--- src/rtl/adder_tree_pkg.sv ---
// Shared types and elaboration-time helpers for the adder tree scheduler.
// No logic here. Only constant functions and the scheduler state encoding.
// No flow control. Every consumer evaluates these at elaboration.
package adder_tree_pkg;

  // Scheduler modes: issuing, waiting for the tree to empty, parked.
  typedef enum logic [1:0] {
    RUN   = 2'd0,
    DRAIN = 2'd1,
    HOLD  = 2'd2
  } sched_state_e;

  // Number of binary reduction levels needed to fold n operands into one.
  function automatic int TreeStageCount(input int n);
    int s;
    s = 0;
    for (int w = 1; w < n; w = w * 2) begin
      s = s + 1;
    end
    return s;
  endfunction

  // A sum of n unsigned w-bit operands grows by one bit per reduction level.
  function automatic int TreeResW(input int w, input int n);
    return w + TreeStageCount(n);
  endfunction

  // Default tree latency: one register per reduction level.
  function automatic int TreeLat(input int n);
    return TreeStageCount(n);
  endfunction

endpackage

--- src/rtl/adder_tree_sched_rr_arbiter.sv ---
// Round-robin arbiter: one-hot grant to the first request at or after the pointer.
// Latency: grant is combinational; the pointer advances on the clock edge after a grant.
// Backpressure: i_en low forces no grant and freezes the pointer; requests simply wait.
module rr_arbiter #(
  parameter int REQ_N = 4
) (
  input  logic                     clk,
  input  logic                     rst,
  input  logic [REQ_N-1:0]         i_req,
  input  logic                     i_en,
  output logic [REQ_N-1:0]         o_gnt,
  output logic [$clog2(REQ_N)-1:0] o_gnt_idx
);

  localparam int IDX_W = $clog2(REQ_N);

  logic [IDX_W-1:0]                  ptr;
  logic [REQ_N-1:0][IDX_W-1:0]       cand_idx;
  logic                              gnt_found;

  // Reduce a value in 0..2*REQ_N-2 back into 0..REQ_N-1.
  function automatic int wrap_idx(input int v);
    return (v >= REQ_N) ? (v - REQ_N) : v;
  endfunction

  // Search order: ptr, ptr+1, ... wrapping modulo REQ_N (REQ_N need not be a power of two).
  always_comb begin
    for (int i = 0; i < REQ_N; i++) begin
      cand_idx[i] = IDX_W'(wrap_idx(int'(ptr) + i));
    end
  end

  // Pick the first active request in search order.
  always_comb begin
    o_gnt     = '0;
    o_gnt_idx = '0;
    gnt_found = 1'b0;
    for (int i = 0; i < REQ_N; i++) begin
      if (i_en && !gnt_found && i_req[cand_idx[i]]) begin
        gnt_found            = 1'b1;
        o_gnt[cand_idx[i]]   = 1'b1;
        o_gnt_idx            = cand_idx[i];
      end
    end
  end

  // Pointer moves one past the winner so the winner becomes lowest priority.
  always_ff @(posedge clk) begin
    if (rst) begin
      ptr <= '0;
    end else if (gnt_found) begin
      if (o_gnt_idx == IDX_W'(REQ_N - 1)) begin
        ptr <= '0;
      end else begin
        ptr <= o_gnt_idx + IDX_W'(1);
      end
    end
  end

endmodule

--- src/rtl/adder_tree_sched.sv ---
// Round-robin scheduler sharing one pipelined adder tree among REQ_N requesters.
// Latency: grant comb at t, tree input at t+1, o_res_vld/o_res_id at t+1+TREE_LAT.
// Backpressure: none on results (sink must accept); requests wait unserved; i_hold drains then parks.
// Optional ADDER_TREE_SCHED_STATS_EN adds saturating grant and stall counters.
module adder_tree_sched
  import adder_tree_pkg::*;
#(
  parameter  int REQ_N    = 4,
  parameter  int I_DATA_N = 8,
  parameter  int I_DATA_W = 3,
  parameter  int TREE_LAT = 3,
  localparam int RES_W    = TreeResW(I_DATA_W, I_DATA_N),
  localparam int IDX_W    = $clog2(REQ_N)
) (
  input  logic                                          clk,
  input  logic                                          rst,
  input  logic [REQ_N-1:0]                              i_req,
  input  logic [0:REQ_N-1][0:I_DATA_N-1][I_DATA_W-1:0]  i_data,
  output logic [REQ_N-1:0]                              o_gnt,
  output logic [0:I_DATA_N-1][I_DATA_W-1:0]             o_tree_data,
  input  logic [RES_W-1:0]                              i_tree_res,
  output logic [RES_W-1:0]                              o_res,
  output logic                                          o_res_vld,
  output logic [IDX_W-1:0]                              o_res_id,
  input  logic                                          i_hold,
`ifdef ADDER_TREE_SCHED_STATS_EN
  output logic [REQ_N-1:0][15:0]                        o_gnt_cnt,
  output logic [15:0]                                   o_stall_cnt,
`endif
  output logic                                          o_idle
);

  sched_state_e                 state;
  sched_state_e                 state_nxt;
  logic                         arb_en;
  logic [IDX_W-1:0]             gnt_idx;
  logic                         gnt_vld;
  logic [TREE_LAT:0]            sl_vld;
  logic [TREE_LAT:0][IDX_W-1:0] sl_id;
  logic                         inflight_after;

  // Grants are suppressed during reset so nothing is accepted that would be lost.
  rr_arbiter #(
    .REQ_N (REQ_N)
  ) u_arb (
    .clk       (clk),
    .rst       (rst),
    .i_req     (i_req),
    .i_en      (arb_en && !rst),
    .o_gnt     (o_gnt),
    .o_gnt_idx (gnt_idx)
  );

  assign gnt_vld = |o_gnt;

  // Stage TREE_LAT is the entry being delivered this cycle; once it leaves,
  // the line is empty if no lower stage holds a valid entry.
  assign inflight_after = |sl_vld[TREE_LAT-1:0];

  // State register.
  always_ff @(posedge clk) begin
    if (rst) begin
      state <= RUN;
    end else begin
      state <= state_nxt;
    end
  end

  // Next state and grant enable; a hold request blocks the grant in the same cycle.
  always_comb begin
    state_nxt = state;
    arb_en    = 1'b0;
    case (state)
      RUN: begin
        if (i_hold) begin
          state_nxt = DRAIN;
        end else begin
          arb_en = 1'b1;
        end
      end
      DRAIN: begin
        if (!inflight_after) begin
          state_nxt = HOLD;
        end
      end
      HOLD: begin
        if (!i_hold) begin
          state_nxt = RUN;
        end
      end
      default: begin
        state_nxt = RUN;
      end
    endcase
  end

  assign o_idle = (state == HOLD);

  // Tree input register: granted vector, or zeros which the tree sums harmlessly.
  always_ff @(posedge clk) begin
    if (rst) begin
      o_tree_data <= '0;
    end else if (gnt_vld) begin
      o_tree_data <= i_data[gnt_idx];
    end else begin
      o_tree_data <= '0;
    end
  end

  // Valid/owner shift line that tracks each issue alongside the untagged tree.
  always_ff @(posedge clk) begin
    if (rst) begin
      sl_vld <= '0;
      sl_id  <= '0;
    end else begin
      sl_vld <= {sl_vld[TREE_LAT-1:0], gnt_vld};
      sl_id  <= {sl_id[TREE_LAT-1:0], gnt_idx};
    end
  end

  assign o_res_vld = sl_vld[TREE_LAT];
  assign o_res_id  = sl_id[TREE_LAT];
  assign o_res     = i_tree_res;

`ifdef ADDER_TREE_SCHED_STATS_EN
  // Saturating per-requester grant counters and a stall counter for cycles
  // where someone was asking but nobody was granted.
  always_ff @(posedge clk) begin
    if (rst) begin
      o_gnt_cnt   <= '0;
      o_stall_cnt <= '0;
    end else begin
      for (int i = 0; i < REQ_N; i++) begin
        if (o_gnt[i] && (o_gnt_cnt[i] != 16'hFFFF)) begin
          o_gnt_cnt[i] <= o_gnt_cnt[i] + 16'd1;
        end
      end
      if ((|i_req) && !gnt_vld && (o_stall_cnt != 16'hFFFF)) begin
        o_stall_cnt <= o_stall_cnt + 16'd1;
      end
    end
  end
`endif

endmodule

--- config.mk ---
export PLATFORM = sky130hd
export DESIGN_NAME = adder_tree_sched
export DESIGN_NICKNAME = d
export VERILOG_FILES = /design/src/rtl/adder_tree_pkg.sv /design/src/rtl/adder_tree_sched_rr_arbiter.sv /design/src/rtl/adder_tree_sched.sv
export SDC_FILE = /design/constraint.sdc
export NUM_CORES = 1
export LEC_CHECK = 0
export CAP_MARGIN = 30
export CORE_UTILIZATION = 34
export DETAILED_ROUTE_END_ITERATION = 12
export PLACE_DENSITY = 0.84
export SETUP_SLACK_MARGIN = 0.3
export SYNTH_ARGS = -nofsm -noshare
export SYNTH_HDL_FRONTEND = slang
export SYNTH_HIERARCHICAL = 1
export SYNTH_SLANG_ARGS = --single-unit
--- constraint.sdc ---
create_clock -name clk -period 3.3 [get_ports clk]
set_clock_uncertainty 0.05 [all_clocks]
set_input_delay 0.66 -clock clk [delete_from_list [all_inputs] [get_ports clk]]
set_output_delay 0.66 -clock clk [all_outputs]
set_load 0.05 [all_outputs]
# == Word-level counts from Yosys, hierarchy flattened ==
# Index checks and enable logic that the tools add are counted.
# W data, S select, Z words.
# classes
n_addsub,8
mul,0
n_div,0
order_cmp,13
eq_ne,6
shifts,0
n_mux,42
bitwise,5
n_reduce_logical,21
# op_table
operator,n
$bmux W24 S2,1
$mux W24,2
$mux W2,12
$mux W4,4
$mux W1,14
$ge A3 B3 Y1 const B,4
$logic_and A1 B1 Y1,12
$lt A2 B3 Y1 const B,4
$or A4 B4 Y4,3
$bmux W1 S2,4
$demux W1 S2,4
$ge A2 B1 Y1 const B,4
$sub A2 B1 Y2 const B,4
$add A2 B2 Y3 const B,2
$ne A2 B2 Y1 const B,3
$pmux W2 S3,1
$eq A2 B2 Y1 const B,2
$logic_not A1 Y1,4
$reduce_or A4 Y1,1
$add A2 B1 Y3 const B,1
$ge A2 B3 Y1 const B,1
$not A2 Y3,1
$reduce_and A3 Y1,1
$reduce_or A3 Y1,1
other kinds (5),5
# word_totals
reg_bits,40
latchBits,0
mem_bits_rw,0
rom_bits,0
input_bits,109
out_inout_bits,38
elab_cells,110
mem_count,0

# == Depth between registers and ports, before layout ==
# Gate-level depths: netlist of the first run.
# logic_depth
depth_word,22
depth_mapped,12

# == Cells and area by module ==
# Netlist of the first run, hierarchy kept.
# modules_own_cells
module,n_inst,cells_per_inst,area_per_inst_um2,seq_area_each_um2
adder_tree_sched,1,125,1790.5,760.7
rr_arbiter,1,71,605.6,40.0

# == Least setup slack after synthesis of the first run ==
# No wires, ideal clock.
# synth_path
kind,reg-to-output
from,reg (tool-made name)
to,out o_gnt[2]
t_arrival_ns,3.147
required_time_ns,2.590
path_slack_ns,-0.557
stages_incl_launch_ff,10
cell_sequence,dfxtp_1 > buf_2 > inv_1 > ha_1 > buf_6 > mux4_2 > nor2b_4 > and2_1 > nand2b_1 > o211ai_1
# synth_lines
item,line,text
"end, declared",adder_tree_sched.sv:19,"output logic [REQ_N-1:0] o_gnt,"

==> results of run 1 <==
## cell type report
| type | instances | share of cell area (%) |
|---|---|---|
| clock inverter | 3 | 1.06 |
| tap | 96 | 2.75 |
| clock buffer | 5 | 1.58 |
| timing repair buffer | 174 | 41.2 |
| inverter | 9 | 0.945 |
| sequential | 40 | 18.4 |
| multi-input combinational | 126 | 34.0 |
## power by group through the flow
| stage | Sequential [mW] | Combinational (mW) | Clock [mW] |
|---|---|---|---|
| floorplan | 0.610 | 0.266 | 0 |
| global route | 0.530 | 0.648 | 0.443 |
| global placement | 0.535 | 0.541 | 0 |
| detailed placement | 0.536 | 0.554 | 0 |
| CTS | 0.526 | 0.575 | 0.422 |
| finish | 0.526 | 0.614 | 0.414 |
## cells in the final DEF (no fill, tap or decap), types with 2 or more instances in the layout
master and instances:
clkdlybuf4s50_1 124, dfxtp_1 38, nor2b_1 32, buf_4 30, mux4_2 21, ha_1 7, inv_1 6, nand2_1 6
nor2_1 5, nor2b_4 5, mux4_1 5, clkbuf_8 5, buf_12 5, clkbuf_16 4, dlygate4sd2_1 4, a22oi_2 4
o211ai_1 4, buf_6 3, mux2i_1 3, nand2b_1 2, a21oi_1 2, inv_6 2, and2_4 2, o32ai_4 2
o221ai_1 2, nand3b_1 2
## metal layers
layer	up-vias	routed length, um	track usage [%]
met3	14	474	4.91
li1	1041	-	-
met5	-	0	0
met2	100	3900	32.7
met1	1028	2700	20.4
met4	0	139	6.06
## flip-flops by register name (all words and copies together) (netlist names), named ones only
register,cells
u_arb/ptr,1
o_tree_data,24
state,2
sl_vld,4
o_res_id,2
sl_id,6
## through the flow
stage / hold slack [ns] / instances / area (sq um)
2_1_floorplan: 0.364 / 196 / 2480
3_3_place_gp: 0.368 / 426 / 3990
3_5_place_dp: 0.374 / 426 / 3990
4_1_cts: 0.400 / 444 / 4210
5_1_grt: 0.417 / 453 / 4370
6_report: 0.396 / 453 / 4370
## final timing paths
path / to / slack, ns / cells after the start
min: sl_id[5] / 0.40 / 1
max: o_gnt[2] / 0.14 / 8
min reg2reg: sl_id[5] / 0.40 / 1
max reg2reg: o_tree_data[9] / 0.34 / 14
## logic make-up after synthesis
group,after synthesis
buffers and inverters,30
AO/OA/AOI/OAI,23
adder cells (fa/ha/maj),8
multiplexers,30
flip-flops,40
XOR/XNOR,1
AND/OR/NAND/NOR,64
## what timing repair did
item,4_1_cts,5_1_grt
resized for setup,17,16
buffers inserted,10,6
endpoints found under the setup margin,29,29
cloned,0,3
pin swaps,5,7
==> impl_metrics.ini, run 1 <==
[worst_setup_path]
slowest_delay_ns = 0.50
critPathBufInv = 2
worstPathCellList = inv_6 > ha_4 > mux4_2 > nor2b_4 > and2_4 > nand2b_4 > o211ai_1 > bufbuf_16
cp-start-kind = register
crit_path_end_kind = primary output
cp_data_arrival_time_ns = 2.45
critPathTopFamily = multiplexers
cp_max_fo = 4
cp_slowest_cell = mux4_2
worstPathRequired_ns = 2.59
critPathKind = reg2out

[place]
place_hpwl_um = 5350
gp_congestion = 0.835
place_ws_ns = -0.147
port_buffers = 134

[finish]
layout.nets = 473
fin_util_pct = 64.3
nFillCells = 522
num_antenna_cells = 0
drive_above_1_share_pct = 28.6
seqCellArea_sq_um = 806
multiInputGateArea_sq_mm = 0.00149
area_growth_pct = 82.3

[routing]
first_iter_violations = 72
firstDrtPassIters = 4
antenna_left = 0
drc = 0
drt-total-wl_um = 7220
vias = 2183
vias_per_cell = 4.82
avgRoutedWirePerCell_um = 15.9

[clocking]
cts_buffers = 5
cts-root-buf = clkbuf_8
holdBufCountCts = 0
worstSkewPairLatency_ns = 0.29
h-tree-depth = 2
clk_pin_slew_ns = 0.08
cts_tree = built
cts.sinks = 40
cts_buffer_depth = 2

[sta]
tightestPinTransition_ns = 0.557
finalSetupViolations = 0
fin_crit_ns = 3.16
fin_ws_ns = 0.135
rsz0062_at_grt = yes
drv_slew = 0
fmax_mhz = 316
fin_crit_sh_pct = 95.9
maxSlewHeadroom_pct = 62.7
hold_viol = 0
setup_tns_ns = 0

[hold_path]
min_path_type = reg2reg
hold_start = sl_id[3]

[power]
seqPwrFrac_pct = 33.9
leakage_nw = 1.63
vdd_ir_drop_max_mv = 0.211
switching_share_pct = 29.7
intPower_mw = 1.09
p_total_mw = 1.55
clkPwrFrac_pct = 26.6
p_switching_uw = 462
combPwrFrac_pct = 39.5
powerDensity_mw_per_mm2 = 356

[synthesis]
yosysTopAreaCell = dfxtp_1
async_flop_share_pct = 0
synth_nets = 313
yosys.area_share.xor_xnor_pct = 0.366
muxShareOfSynthArea_pct = 26.9
synth_top_family_by_area = multiplexers
synthAdderAreaFrac_pct = 4.18
synth_seq_cells = 40
yosysMostFrequentCell = dfxtp_1
synth_ff_type = dfxtp_1
yosys.cell_types.count = 43
synthesis.area_sq_mm = 0.00240
ys_top_cells_by_count = 40 x dfxtp_1, 32 x nor2b_1, 21 x mux4_2
synth_enable_flop_cells = 0
synth_top_area_share_pct = 33.4
synth-compound-area-share_pct = 8.88
synth.avg_cell_area_sq_um = 12.2
yosys.area_share.simple_pct = 17.6
synth_area_leaders = dfxtp_1 33%, mux4_2 20%, nor2b_1 8.4%, mux4_1 5.5%, ha_1 4.2%
seq_area_frac_synth_pct = 33.4
syn_inst = 196
ys_warn_count = 6

[global_routing]
grt_overflow = 0
grt_pass1_wl_um = 10300
antenna_found_initial = 0
grtUsageTotal_pct = 18.0
grt_pass1_vias = 2150
grt_start_max_net_pins = 26

[run]
cap_violations = 0

[floorplanning]
rows = 30
initial_core_util_pct = 35.3
die_x_um = 85.9
core-area_sq_mm = 0.00679
dieArea_sq_mm = 0.00739
die_h_um = 85.9
io_pins = 147

[outcome]
status = finished, final reports clean
Power figures use the tool's default switching activity.
==> run 2: changes to the inputs <==
--- a/config.mk
+++ b/config.mk
@@ -6,9 +6,9 @@
 export NUM_CORES = 1
 export LEC_CHECK = 0
 export CAP_MARGIN = 30
-export CORE_UTILIZATION = 34
+export CORE_UTILIZATION = 37
 export DETAILED_ROUTE_END_ITERATION = 12
-export PLACE_DENSITY = 0.84
+export PLACE_DENSITY = 0.86
 export SETUP_SLACK_MARGIN = 0.3
 export SYNTH_ARGS = -nofsm -noshare
 export SYNTH_HDL_FRONTEND = slang
==> constraint.sdc (replaced) <==
create_clock -name clk -period 3.2 [get_ports clk]
set_clock_uncertainty 0.05 [all_clocks]
set_input_delay 0.64 -clock clk [delete_from_list [all_inputs] [get_ports clk]]
set_output_delay 0.64 -clock clk [all_outputs]
set_load 0.05 [all_outputs]
==> impl_metrics.ini, run 2 (synthesized netlist as in run 1, its figures left out) <==
[finish]
num_antenna_cells = 0
layout.nets = 468
nFillCells = 470
top_register = o_tree_data
fin_area_sq_mm = 0.00424
reg.largest.list = o_tree_data (24), sl_id (6), sl_vld (4)
fin_util_pct = 69.6
drive_above_1_share_pct = 25.6
final_common_cell = clkdlybuf4s50_1
largest_reg_flops = 24
layout_common_cells = 124 x clkdlybuf4s50_1, 38 x dfxtp_1, 32 x nor2b_1
final_cells = 427
area_growth_pct = 77.0

[routing]
vias_per_cell = 5.15
first_iter_violations = 134
drt-total-wl_um = 7430
antenna_left = 0
vias = 2201
avgRoutedWirePerCell_um = 17.4
drc = 0
firstDrtPassIters = 4

[place]
place_hpwl_um = 5570
dp_cells = 406
postPlaceCellArea_sq_mm = 0.00397
port_buffers = 134
gp_congestion = 0.813

[power]
vdd_ir_drop_max_mv = 0.244
leakage_nw = 1.59
powerDensity_mw_per_mm2 = 371

[clocking]
cts-root-buf = clkbuf_8
cts_buffer_depth = 2
holdBufCountCts = 0
worstSkewPairLatency_ns = 0.29
cts.sinks = 40
clk_pin_slew_ns = 0.08
cts_buffers = 5
cts_tree = built
h-tree-depth = 2

[floorplanning]
initial_core_util_pct = 39.3
core-area_sq_mm = 0.00610
die_h_um = 82.5
die_x_um = 82.5
io_pins = 147
rows = 28
dieArea_sq_mm = 0.00680

[sta]
finalSetupViolations = 0
drv_slew = 0
tightestPinTransition_ns = 0.538
fin_crit_sh_pct = 96.7
setup_tns_ns = 0
whs_ns = 0.391
fmax_mhz = 323
rsz0062_at_grt = yes
hold_viol = 0
maxSlewHeadroom_pct = 64.0
fin_crit_ns = 3.09

[worst_setup_path]
critPathKind = reg2out
worstPathCellList = inv_6 > ha_4 > mux4_2 > nor2b_4 > and2_4 > nand2b_4 > o211ai_1 > clkbuf_16
slowest_delay_ns = 0.50
cp_max_fo = 4
critPathTopFamily = multiplexers
worstPathRequired_ns = 2.51
cp-start-kind = register
crit_path_end_kind = primary output
cp_slowest_cell = mux4_2
critPathBufInv = 2
cp_data_arrival_time_ns = 2.40

[global_routing]
grt_pass1_vias = 2238
grt_start_max_net_pins = 17
grt_overflow = 0
grt_pass1_wl_um = 10700
antenna_found_initial = 0
grtUsageTotal_pct = 21.9

[run]
cap_violations = 0

[hold_path]
hold_start = sl_id[5]
min_path_type = reg2reg

[outcome]
status = finished, final reports clean
==> run 2: final timing paths <==
check                                      end  slack, ns  cells after the start
worst max-delay path                  o_gnt[3]       0.11                      8
worst min-delay path               o_res_id[1]       0.39                      1
worst max register to register  o_tree_data[1]       0.21                     11
worst min register to register     o_res_id[1]       0.39                      1
==> run 2: worst register-to-register path: cells and delay by family (launching register included) <==
| kind | cells | cell delay [ns] |
|---|---|---|
| AO/OA/AOI/OAI | 3 | 0.70 |
| buffers and inverters | 5 | 0.87 |
| flip-flops | 1 | 0.37 |
| multiplexers | 1 | 0.59 |
| AND/OR/NAND/NOR | 2 | 0.31 |
==> run 2: report_power, final <==
part	internal [mW]	switching [mW]
Sequential	0.529	0.0143
Clock	0.235	0.184
Combinational	0.344	0.266
Total	1.11	0.464
==> run 2: cell type report <==
type                       count  area, sq um  share of cell area [%]
inverter                       9         41.3                   0.974
timing repair buffer         169         1720                    40.6
multi-input combinational    126         1460                    34.5
clock inverter                 3         46.3                    1.09
sequential                    40          806                    19.0
clock buffer                   5         68.8                    1.62
tap                           75         93.8                    2.21
==> run 2: timing repair <==
action	4_1_cts	5_1_grt
gates cloned	2	0
setup buffers	7	4
pin swaps	7	5
endpoints found under the setup margin	30	29
resized for setup	18	4
==> run 2: per-stage QoR <==
step / setup slack, ns / total power, mW
after floorplan: -0.277 / 0.897
after global placement: -0.234 / 1.11
after detailed placement: -0.348 / 1.12
after CTS: 0.0291 / 1.58
after global routing: -0.00973 / 1.64
final: 0.107 / 1.57
==> run 2: per-layer routing <==
layer	global-route usage [%]	up-vias	part of all wire (%)
met5	0	-	0
met4	6.49	0	1.5
met3	3.96	10	5.2
met2	44.7	97	60
met1	22.1	1067	34
li1	-	1027	-
==> RTL change: new RTL, settings of run 2 <==
Change the parameter `I_DATA_N` from 8 to 4.
--- a/src/rtl/adder_tree_sched.sv
+++ b/src/rtl/adder_tree_sched.sv
@@ -6,7 +6,7 @@
   import adder_tree_pkg::*;
 #(
   parameter  int REQ_N    = 4,
-  parameter  int I_DATA_N = 8,
+  parameter  int I_DATA_N = 4,
   parameter  int I_DATA_W = 3,
   parameter  int TREE_LAT = 3,
   localparam int RES_W    = TreeResW(I_DATA_W, I_DATA_N),
Interface: changed (resized i_data, i_tree_res, o_res and o_tree_data); port bits go from 147 to 85. No check against the original RTL was run, so the function may have changed too.
==> RTL change against run 2 <==
  * Sequential cell count down 12
  * Combinational power down 35%
  * Total power down 39%
  * Synthesized area down 28%
  * Final area down 33%
  * Count of clock-buffer cells in the layout down 1
  * Routed wire length down 42%
  * Worst setup slack worse by 0.015 ns
==> RTL change: results (changes against run 2) <==
| Metric | Value |
|---|---|
| Synth warn | 6 (unchanged) |
| Largest net degree at the start of global routing | 17 (unchanged) |
| P_leak | 1.08 nW (-32%) |
| Hpwl dp | 3170 um (-43%) |
| Ys async rst share | 0 (unchanged) |
| Regs by FF count | o_tree_data: 12 flops, sl_id: 6 flops, sl_vld: 4 flops |
| Peak supply drop | 0.000234 V (-4.0%) |
| Hold path cells | 1 (unchanged) |
| Worst r2r path cells | 11 (unchanged) |
| ANT cells | 0 (unchanged) |
| Drt first pass iters | 4 (unchanged) |
| Worst hold start | sl_id[5] |
| CTS buffer count | 3 (-2) |
| Via count | 1,551 (-30%) |
| First-pass GRT wire length | 6760 um (-37%) |
| GRT Util Overall | 0.174 (-0.0450) |
| Post-route DRC | 0 (unchanged) |
| Initial DRC count | 49 (-63%) |
| Routability congestion estimate | 0.794 (-2.3%) |
| Max-Cap Viols | 0 (unchanged) |
| Count of cell types in the netlist | 42 (-2.3%) |
| Final net count | 317 (-32%) |
| Critical-path maximum fanout | 4 (unchanged) |
| Hold Slack | 0.392 ns (+0.00116 ns) |
| Hold EP | o_res_id[1] |
| Mapped Cells | 154 (-21%) |
| Clk_lat worst skew | 0.26 ns (-0.03 ns) |
| Top cells by area, synth | dfxtp_1, mux4_2, nor2b_1 |
| Drt wl/cell | 14.4 um (-17%) |
| Register area share after synthesis | 0.327 (-0.00720) |
| Synth Net Count | 222 (-29%) |
| Reg-to-reg slack, setup | 0.16 ns (-0.05 ns) |
| Non-filler cells, final | 300 (-30%) |
| Least-Margin Pin Slew | 0.556 ns (+0.0173 ns) |
| CTS max path bufs | 2 (unchanged) |
| Port bufs | 74 (-45%) |
| # H-tree levels | 1 (-1) |
| Initial antenna violation count | 0 (unchanged) |
| Critical Path AT | 2.42 ns (+0.02 ns) |
| Hold Path Class | flip-flop to flip-flop |
| Outcome | finished clean |
| Top cells by count, synth | dfxtp_1, nor2b_1, mux4_2, inv_1, ha_1 |
| Clk slew on worst S/H paths | 0.08 ns (about the same) |
| Placed Cells | 284 (-30%) |
| Fraction of layout cells with a size suffix above 1 | 0.286 (+0.0306) |
| Reg2Reg Capture Point | o_tree_data[9] |
| Clock root cell | clkbuf_8 |
RTL change: changes by cell type after synthesis, sizes merged:
cell and delta:
buf -6, dfxtp -12, nor2b -12, mux4 -12
RTL change: worst max-delay path by stage:
stage               startpoint  endpoint  slack, ns  cells past startpoint
CTS                  flip-flop  o_gnt[0]       0.11                      8
global placement        i_hold  o_gnt[2]      -0.17                      8
finish               flip-flop  o_gnt[0]       0.09                      8
global route         flip-flop  o_gnt[0]      -0.03                      8
detailed placement      i_hold  o_gnt[3]      -0.29                      8
floorplan            flip-flop  o_gnt[1]      -0.22                      9
RTL change: metrics by stage:
step	worst slack [ns]	utilization	cell area, um2	setup TNS (ns)	total power [mW]
floorplan	-0.218	-	1780	-2.74	0.625
global placement	-0.172	0.608	2680	-1.58	0.757
detailed placement	-0.288	0.608	2680	-2.80	0.766
CTS	0.109	0.637	2810	0	0.963
global route	-0.0343	0.642	2840	-0.0673	1.01
finish	0.0914	0.642	2840	0	0.960
RTL change: critical path, cell delays in order (launching register included):
cell,delay [ns]
dfxtp_4,0.37
inv_6,0.04
ha_4,0.26
mux4_2,0.50
nor2b_4,0.15
and2_4,0.13
nand2b_4,0.15
o211ai_1,0.31
clkbuf_16,0.24
RTL change: logic make-up (layout without fill, tap and decap cells):
kind of cell	count (synthesis)	after routing	synth area share
simple gates	52	52	0.193
flops	28	28	0.327
buf+inv	24	118	0.0839
compound gates	23	23	0.118
mux	18	18	0.215
fa+ha+maj	8	8	0.0584
xor+xnor	1	1	0.00511
RTL change: area by class of cell:
cell class                 count  area, um2
fill                         344       1580
multi-input combinational    102       1090
timing repair buffer         105       1030
sequential                    28        566
tap                           52       65.1
clock buffer                   4       45.0
inverter                       9       41.3
RTL change: layer usage:
| metal | GRT usage | routed length, um | share of wire | vias to the layer above |
|---|---|---|---|---|
| li1 | - | - | - | 748 |
| met4 | 0.0511 | 67 | 0.016 | 0 |
| met1 | 0.180 | 1660 | 0.38 | 749 |
| met5 | 0 | 0 | 0 | - |
| met2 | 0.348 | 2410 | 0.56 | 46 |
| met3 | 0.0317 | 177 | 0.041 | 8 |
RTL change: power by group:
group | internal (mW) | switching (mW) | total (mW)
Clock | 0.0890 | 0.0938 | 0.183
Sequential | 0.369 | 0.0107 | 0.380
Combinational | 0.218 | 0.179 | 0.397
RTL change: timing repair:
item	CTS	global route
endpoints found under the setup margin	17	17
setup buffers	9	3
pin swaps	6	5
resized for setup	18	2
